<file path="src/rtl/typedefs_pkg.sv">
`default_nettype none
// ============================================================================
// Module   : typedefs_pkg
// Purpose  : Shared types and constants for the instruction loader path.
// Revision : 1.0
// ============================================================================
package typedefs_pkg;

    localparam int LOADER_XLEN           = 32;
    localparam int LOADER_BYTES_PER_WORD = LOADER_XLEN / 8;

    typedef enum logic [2:0] {
        IDLE = 3'd0,
        LEN  = 3'd1,
        LOAD = 3'd2,
        CSUM = 3'd3,
        DONE = 3'd4
    } loader_state_t;

endpackage
`default_nettype wire

</file>
<file path="src/rtl/byte_packer.sv">
`default_nettype none
// ============================================================================
// Module   : byte_packer
// Purpose  : Packs a little-endian byte stream into words; word_valid pulses
//            with the final byte of each word (word is combinational then).
// Revision : 1.0
// ============================================================================
module byte_packer
    import typedefs_pkg::*;
#(
    parameter int BYTES = LOADER_BYTES_PER_WORD
) (
    input  logic               clk,
    input  logic               rst_n,
    input  logic               clear,
    input  logic               byte_valid,
    input  logic [7:0]         byte_in,
    output logic [BYTES*8-1:0] word,
    output logic               word_valid
);

    localparam int                 c_CNT_W = (BYTES > 1) ? $clog2(BYTES) : 1;
    localparam logic [c_CNT_W-1:0] c_LAST  = c_CNT_W'(BYTES - 1);

    logic [c_CNT_W-1:0] r_byte_cnt;

    assign word_valid = byte_valid && (r_byte_cnt == c_LAST);

    always_ff @(posedge clk or negedge rst_n) begin
        if (!rst_n) begin
            r_byte_cnt <= '0;
        end else if (clear) begin
            r_byte_cnt <= '0;
        end else if (byte_valid) begin
            r_byte_cnt <= word_valid ? '0 : r_byte_cnt + c_CNT_W'(1);
        end
    end

    generate
        if (BYTES > 1) begin : g_multi
            // Newest byte enters at the top, so the first byte ends up lowest.
            logic [(BYTES-1)*8-1:0] r_shift;

            assign word = {byte_in, r_shift};

            always_ff @(posedge clk or negedge rst_n) begin
                if (!rst_n) begin
                    r_shift <= '0;
                end else if (clear) begin
                    r_shift <= '0;
                end else if (byte_valid) begin
                    r_shift <= word[BYTES*8-1:8];
                end
            end
        end else begin : g_single
            assign word = byte_in;
        end
    endgenerate

endmodule
`default_nettype wire

</file>
<file path="src/rtl/instr_loader.sv">
`default_nettype none
// ============================================================================
// Module   : instr_loader
// Purpose  : Boot loader filling instruction memory from a length-prefixed
//            byte stream; holds the core in reset until the load completes.
//            Optional trailing checksum byte: define LOADER_CHECKSUM_EN.
// Revision : 1.0
// ============================================================================
module instr_loader
    import typedefs_pkg::*;
#(
    parameter int XLEN           = LOADER_XLEN,
    parameter int INSTR_MEM_SIZE = 256,
    parameter int INSTR_MEM_W    = $clog2(INSTR_MEM_SIZE)
) (
    input  logic                   clk,
    input  logic                   rst_n,
    input  logic                   start,
    input  logic [7:0]             rx_data,
    input  logic                   rx_valid,
    output logic                   rx_ready,
    output logic                   mem_wen,
    output logic [INSTR_MEM_W-1:0] mem_waddr,
    output logic [XLEN-1:0]        mem_wdata,
    output logic                   core_rst_n,
    output logic                   done,
    output logic                   busy
`ifdef LOADER_CHECKSUM_EN
    ,
    output logic                   csum_err
`endif
);

    localparam int c_BYTES_PER_WORD = XLEN / 8;
    // Wide enough for any length byte even when the memory is small.
    localparam int                 c_CNT_W    = (INSTR_MEM_W + 1 > 8) ? INSTR_MEM_W + 1 : 8;
    localparam logic [c_CNT_W-1:0] c_MEM_SIZE = c_CNT_W'(INSTR_MEM_SIZE);

`ifdef LOADER_CHECKSUM_EN
    localparam loader_state_t c_AFTER_DATA = CSUM;
`else
    localparam loader_state_t c_AFTER_DATA = DONE;
`endif

    loader_state_t          r_state;
    loader_state_t          w_next;
    logic [7:0]             r_len;
    logic [c_CNT_W-1:0]     r_word_cnt;
    logic                   r_mem_wen;
    logic [INSTR_MEM_W-1:0] r_waddr;
    logic [XLEN-1:0]        r_wdata;
    logic                   r_done;
    logic                   w_xfer;
    logic                   w_start_ok;
    logic                   w_last_word;
    logic                   w_word_valid;
    logic [XLEN-1:0]        w_word;

    assign busy        = (r_state == LEN) || (r_state == LOAD) || (r_state == CSUM);
    assign rx_ready    = busy;
    assign w_xfer      = rx_valid && rx_ready;
    assign w_start_ok  = start && ((r_state == IDLE) || (r_state == DONE));
    assign w_last_word = (r_word_cnt == (c_CNT_W'(r_len) - c_CNT_W'(1)));

    assign mem_wen    = r_mem_wen;
    assign mem_waddr  = r_waddr;
    assign mem_wdata  = r_wdata;
    assign done       = r_done;
    assign core_rst_n = r_done;

    byte_packer #(
        .BYTES      (c_BYTES_PER_WORD)
    ) u_packer (
        .clk        (clk),
        .rst_n      (rst_n),
        .clear      (w_start_ok),
        .byte_valid (w_xfer && (r_state == LOAD)),
        .byte_in    (rx_data),
        .word       (w_word),
        .word_valid (w_word_valid)
    );

`ifdef LOADER_CHECKSUM_EN
    logic [7:0] r_csum;
    logic       r_csum_err;

    assign csum_err = r_csum_err;

    always_ff @(posedge clk or negedge rst_n) begin
        if (!rst_n) begin
            r_csum     <= '0;
            r_csum_err <= 1'b0;
        end else if (w_start_ok) begin
            r_csum     <= '0;
            r_csum_err <= 1'b0;
        end else if (w_xfer) begin
            if ((r_state == LEN) || (r_state == LOAD)) begin
                r_csum <= r_csum ^ rx_data;
            end else if ((r_state == CSUM) && (rx_data != r_csum)) begin
                r_csum_err <= 1'b1;
            end
        end
    end
`endif

    always_comb begin
        w_next = r_state;
        case (r_state)
            IDLE, DONE: begin
                if (start) w_next = LEN;
            end
            LEN: begin
                if (w_xfer) begin
                    if (rx_data == 8'd0) w_next = c_AFTER_DATA;
                    else                 w_next = LOAD;
                end
            end
            LOAD: begin
                if (w_word_valid && w_last_word) w_next = c_AFTER_DATA;
            end
`ifdef LOADER_CHECKSUM_EN
            CSUM: begin
                if (w_xfer) begin
                    if (rx_data == r_csum) w_next = DONE;
                    else                   w_next = IDLE;
                end
            end
`endif
            default: w_next = IDLE;
        endcase
    end

    always_ff @(posedge clk or negedge rst_n) begin
        if (!rst_n) r_state <= IDLE;
        else        r_state <= w_next;
    end

    always_ff @(posedge clk or negedge rst_n) begin
        if (!rst_n) begin
            r_len      <= '0;
            r_word_cnt <= '0;
            r_mem_wen  <= 1'b0;
            r_waddr    <= '0;
            r_wdata    <= '0;
            r_done     <= 1'b0;
        end else begin
            r_mem_wen <= 1'b0;
            // Leaving LOAD delays done by one cycle so it follows the last strobe.
            r_done    <= (w_next == DONE) && (r_state != LOAD);
            if (w_start_ok) begin
                r_word_cnt <= '0;
            end
            if ((r_state == LEN) && w_xfer) begin
                r_len <= rx_data;
            end
            if (w_word_valid) begin
                r_word_cnt <= r_word_cnt + c_CNT_W'(1);
                if (r_word_cnt < c_MEM_SIZE) begin
                    r_mem_wen <= 1'b1;
                    r_waddr   <= r_word_cnt[INSTR_MEM_W-1:0];
                    r_wdata   <= w_word;
                end
            end
        end
    end

endmodule
`default_nettype wire

</file>
<file path="config.mk">
export PLATFORM = sky130hd
export DESIGN_NAME = instr_loader
export DESIGN_NICKNAME = d
export VERILOG_FILES = /design/src/rtl/typedefs_pkg.sv /design/src/rtl/byte_packer.sv /design/src/rtl/instr_loader.sv
export SDC_FILE = /design/constraint.sdc
export NUM_CORES = 1
export LEC_CHECK = 0
export CORE_ASPECT_RATIO = 0.6
export CORE_MARGIN = 2
export CORE_UTILIZATION = 41
export DETAILED_ROUTE_END_ITERATION = 10
export PLACE_DENSITY_LB_ADDON = 0.3
export SLEW_MARGIN = 5
export SYNTH_ARGS = -nofsm -noshare
export SYNTH_HDL_FRONTEND = slang
export SYNTH_SLANG_ARGS = --single-unit
</file>
<file path="constraint.sdc">
create_clock -name clk -period 2.5 [get_ports clk]
set_clock_uncertainty 0.05 [all_clocks]
set_input_delay 0.5 -clock clk [delete_from_list [all_inputs] [get_ports clk]]
set_output_delay 0.5 -clock clk [all_outputs]
set_load 0.03 [all_outputs]
</file>
# Word-level counts from Yosys, hierarchy flattened
# Cells that the tools add are included.
# W data, S select, Z words.
[totals]
regBits = 88
out_inout_bits = 45
word_cells = 51
input_bits = 12
[classes]
reduce_logical = 16
n_eq_ne = 8
muxes = 14
add_sub_neg = 3
magnitude_cmp = 1
[op_table]
columns = ["cell", "n"]
rows = [
  ["$mux W24", 2],
  ["$mux W9", 2],
  ["$mux W3", 4],
  ["$add A9 B1 Y9 const B", 1],
  ["$eq A9 B9 Y1", 1],
  ["$lt A9 B9 Y1 const B", 1],
  ["$pmux W3 S3", 1],
  ["$sub A8 B1 Y9 const B", 1],
  ["$logic_not A8 Y1", 1],
  ["$logic_and A1 B1 Y1", 7],
  ["$eq A3 B2 Y1 const B", 2],
  ["$eq A3 B3 Y1 const B", 2],
  ["$mux W2", 3],
  ["$reduce_bool A2 Y1", 2],
  ["$eq A3 B1 Y1 const B", 1],
  ["$logic_not A3 Y1", 1],
  ["$logic_or A1 B1 Y1", 3],
  ["$ne A3 B2 Y1 const B", 1],
  ["$add A2 B1 Y2 const B", 1],
  ["$eq A2 B2 Y1 const B", 1],
  ["$mux W1", 2],
  ["$reduce_and A2 Y1", 1],
  ["$reduce_or A2 Y1", 1],
]

# Depth between registers and ports, before layout
# Gate-level depths: netlist (run 1).
[depth]
ltp_word = 11
mapped_depth = 9
mapped_depth_nobuf = 7

# Hierarchy
# A second synthesis (run 1) with hierarchy kept.
[hier_totals]
hier_cells = 314
area_unflattened_um2 = 3926.3
[by_module_without_submodules]
columns = ["mod", "seq_area_each_um2", "area_per_inst_um2", "n_inst", "cells_each"]
rows = [
  ["instr_loader", 1551.5, 2772.7, 1, 220],
  ["byte_packer", 650.6, 1153.6, 1, 94],
]

# Least setup slack after synthesis (run 1)
# OpenSTA, ideal clock, no wires.
[synth_path]
path_kind = "register to register"
startpoint = "reg r_state[0]"
endpoint = "reg r_state[1]"
setup_ns = 0.124
path_buffers = 2
arrival_ns = 1.761
path_stages_with_launch = 8
path_slack_ns = 0.565
path_cell_list = "dfrtp_1 clkbuf_1 and4bb_1 buf_4 nand2_1 nor4_1 a41oi_1 a211o_1"
[synth_via]
elab_chain_cells = 9
elab_cells_between_ends = 15
cone_classes = "eq/ne (4); mux (3); reduce/logical (8)"
[synth_rtl]
columns = ["element", "line_no", "source"]
rows = [
  ["start: declaration", "instr_loader.sv:45", "loader_state_t r_state;"],
  ["start signal: assignment", "instr_loader.sv:135", "else r_state <= w_next;"],
  ["$eq A3 B1 Y1 or $eq A3 B2 Y1 (tied branches)", "instr_loader.sv:59, instr_loader.sv:108, instr_loader.sv:77", ""],
  ["$logic_or A1 B1 Y1 (2 in series)", "instr_loader.sv:59", "assign busy = (r_state == LEN) || (r_state == LOAD) || (r_state == CSUM);"],
  ["$logic_and A1 B1 Y1", "instr_loader.sv:61", "assign w_xfer = rx_valid && rx_ready;"],
  ["$logic_and A1 B1 Y1", "instr_loader.sv:77", ".byte_valid (w_xfer && (r_state == LOAD)),"],
  ["$logic_and A1 B1 Y1", "byte_packer.sv:27", "assign word_valid = byte_valid && (r_byte_cnt == c_LAST);"],
  ["$logic_and A1 B1 Y1", "instr_loader.sv:119", "if (w_word_valid && w_last_word) w_next = c_AFTER_DATA;"],
  ["$mux W3", "instr_loader.sv:119", ""],
  ["$pmux W3 S3 (*)", "instr_loader.sv:108", "case (r_state)"],
  ["net w_next[1]", "instr_loader.sv:46", "loader_state_t w_next;"],
]
# The timed path passes the listed nets; every way through them passes the cells marked *.
# A chain may end at the register's enable or synchronous reset.

# Final worst setup path (run 1)
[layout_path]
startpoint = "reg r_state[0]"
endpoint = "out rx_ready"
[layout_via]
elab_chain_cells = 3
elab_cells_between_ends = 5
cone_classes = "eq/ne (3); reduce/logical (2)"
[layout_rtl]
columns = ["element", "line_no", "source"]
rows = [
  ["$eq A3 B1 Y1 or $eq A3 B2 Y1 (tied branches)", "instr_loader.sv:59", ""],
  ["$logic_or A1 B1 Y1", "instr_loader.sv:59", ""],
  ["$logic_or A1 B1 Y1 (*)", "instr_loader.sv:59", ""],
  ["end: declaration", "instr_loader.sv:21", "output logic rx_ready,"],
]
# Mark *: on every way between the ends. The rest lies on a longest branch, timed or not.

==> impl_metrics.ini, run 1 <==
[final_layout]
drive_gt1_share_pct = 7.37
final_util_pct = 53.4
antenna_cells = 0
nets = 459
final_cell_mix = nand2_1, dfrtp_1, clkdlybuf4s50_1, a21oi_1, mux2_1
area_growth_pct = 27.5
mostFrequentLayoutCell = nand2_1

[floorplan]
fp.coreArea_sq_um = 9090
die_area_sq_um = 10100
start_util_pct = 41.9
fp.dieH_um = 78.6
rows = 27
die_w_um = 128
ios = 57

[clock_network]
insertion_delay_ns = 0.33
cts_max_level = 3
cts-root-buf = clkbuf_16
cts_made_buffers = 9
cts_buffer_depth = 2
path_clk_slew_ns = 0.06
clock_sinks = 88
cts_tree = done

[timing]
fin_crit_ns = 2.37
timing.slew.headroom_pct = 64.1
finalCritPeriodShare_pct = 94.9
finalHoldViolCount = 0
fin_ws_ns = 0.126
setup_tns_ns = 0
timing.fmax_mhz = 421
setup_violations = 0
timing.hold.ws_ns = 0.0919
rsz0062_at_grt = false
tightest_slew_ns = 0.538
drv_slew = 0

[grt]
grt_max_degree = 41
antenna_found_initial = 0
grt_first_pass_wirelength_um = 14300
grt_pass1_vias = 2809
grt.overflow.total = 0
grt_use_met1_pct = 28.6
gr-usage-met2_pct = 24.9
use_met3_pct = 4.91
top_usage_layer = met1
grt_usage_pct = 18.4

[routing]
wire_per_inst_um = 15.2
firstDrtPassIters = 4
wirelength_um = 8560
vias = 2924
drtIter0Drc = 288
drcViolationCount = 0
avgViaCountPerCell = 5.18
ant_nets = 0

[job]
maxCapViolCount = 0

[power_and_ir_drop]
p_leak_nw = 2.24
pwr-share-comb_pct = 33.0
powerDensity_nw_per_um2 = 1050
p_seq_share_pct = 39.6
p_int_mw = 3.35
peakVddDrop_mv = 0.470
switchingPower_mw = 1.73
clkPwrFrac_pct = 27.4
swShare_pct = 34.0
p_total_mw = 5.08

[logic_synthesis]
synthCells = 384
syn_area_sq_um = 3800
synth_nets = 399
yosysSeqAreaShare_pct = 57.9
yosysUniqueCellTypes = 38
synth-async-reset-ratio_pct = 100
ys_seq_elements = 88
yosys_warnings = 0
syn_area_per_cell_sq_um = 9.91
synth_edf_count = 0
ys.flop_type = dfrtp_1

[worst_setup_path]
startpoint_type = flop
endpoint_kind = primary output
crit_fanout = 8
critPathKind = flop to primary output
cp_slowest_cell = clkdlybuf4s50_1
cpMostUsedCell = nor2_1
cp.arrival_ns = 1.82
path_cells = nor2_1 -> nor2_1 -> clkdlybuf4s50_1
required_ns = 1.95
r2r_cells = 7
slowest_delay_ns = 0.70

[worst_hold_path]
hold_class = input port to asynchronous set/reset pin

[place]
port_buffers = 56
post-place-ws_ns = 0.122
dpl.hpwl_um = 6120
gp_congestion = 0.840

[outcome]
outcome = finished, final reports clean
layout make-up:
class | instances | area [sq um]
clock buffer | 12 | 236
clock inverter | 3 | 67.6
fill | 797 | 4240
inverter | 5 | 18.8
multi-input combinational | 271 | 1500
sequential | 88 | 2200
tap | 116 | 145
timing repair buffer | 69 | 683
per-stage QoR:
| stage | cell area, sq um | std cells |
|---|---|---|
| 6_report | 4850 | 564 |
| 4_1_cts | 4850 | 564 |
| 5_1_grt | 4850 | 564 |
| 3_3_place_gp | 4540 | 549 |
| 2_1_floorplan | 3800 | 384 |
| 3_5_place_dp | 4540 | 549 |
power by group through the flow:
stage | combinational [mW] | clock (mW) | sequential [mW]
2_1_floorplan | 0.439 | 0 | 2.52
3_3_place_gp | 1.66 | 0 | 2.03
3_5_place_dp | 1.69 | 0 | 2.03
4_1_cts | 1.70 | 1.43 | 2.01
5_1_grt | 1.81 | 1.48 | 2.06
6_report | 1.68 | 1.39 | 2.01
flip-flops by register name (all words and copies together), names as in the netlist:
register	flops
mem_wdata	32
mem_wen	1
r_state	3
core_rst_n	1
u_packer.r_byte_cnt	2
u_packer.g_multi.r_shift	24
r_len	8
mem_waddr	8
r_word_cnt	9
cells by family (layout without fill, tap and decap cells):
| logic type | Yosys count | in the layout | share of synthesized area (%) |
|---|---|---|---|
| XOR/XNOR | 15 | 15 | 3.45 |
| buffers and inverters | 25 | 89 | 3.03 |
| adder cells (fa/ha/maj) | 3 | 3 | 0.987 |
| AND/OR/NAND/NOR | 184 | 184 | 21.0 |
| multiplexers | 24 | 24 | 7.01 |
| flip-flops | 88 | 88 | 57.9 |
| AO/OA/AOI/OAI | 45 | 45 | 6.64 |
worst max-delay path: cells and delay by family (launching register included):
family                 cells  cell delay (ns)
AND/OR/NAND/NOR            2             0.29
flip-flops                 1             0.50
buffers and inverters      1             0.70
Yosys cell counts (2+ instances only):
cell        n  area [sq um]
o21ai_1     9          45.0
buf_4       3          22.5
clkbuf_2    2          10.0
clkbuf_1    9          33.8
nand3_1     8          40.0
mux2i_1     3          30.0
a21oi_1    26           130
xnor2_1    12           105
buf_2       6          30.0
xor2_1      3          26.3
and3_1      2          12.5
nor2_1     12          45.0
nor3_1      6          30.0
nand2_1   139           522
inv_1       4          15.0
nor3b_1     2          15.0
o31ai_1     3          22.5
nor4_1      4          25.0
nand4_1     3          18.8
mux2_1     21           236
dfrtp_1    88          2200
ha_1        3          37.5
final timing paths:
path	startpoint	to	slack (ns)
setup / recovery	r_state[0]$_DFF_PN0_	rx_ready	0.13
hold / removal	rst_n	mem_wdata[27]$_DFFE_PN0P_	0.09
setup reg to reg	r_len[0]$_DFFE_PN0P_	r_state[1]$_DFF_PN0_	0.40
hold reg to reg	u_packer.g_multi.r_shift[5]$_DFFE_PN0P_	mem_wdata[5]$_DFFE_PN0P_	0.42
max in group asynchronous	rst_n	r_len[2]$_DFFE_PN0P_	1.68
min in group clk	u_packer.g_multi.r_shift[5]$_DFFE_PN0P_	mem_wdata[5]$_DFFE_PN0P_	0.42
layer usage:
layer,share of wire [%],vias up
li1,-,1396
met1,51,1433
met2,41,86
met3,7.1,9
met4,1.0,0
met5,0,-
what timing repair did:
action	4_1_cts	5_1_grt
setup buffers	0	0
hold buffers	0	0
setup endpoints to repair	0	1
gates resized for setup	0	1
(Power assumes the default switching activity.)
==> run 2: changes to the inputs <==
--- a/config.mk
+++ b/config.mk
@@ -8,6 +8,7 @@
 export CORE_ASPECT_RATIO = 0.6
 export CORE_MARGIN = 2
 export CORE_UTILIZATION = 41
+export CTS_CLUSTER_DIAMETER = 150
 export DETAILED_ROUTE_END_ITERATION = 10
 export PLACE_DENSITY_LB_ADDON = 0.3
 export SLEW_MARGIN = 5
==> results of run 2 <==
The final DEF is identical to that of run 1; final timing and power are the same.
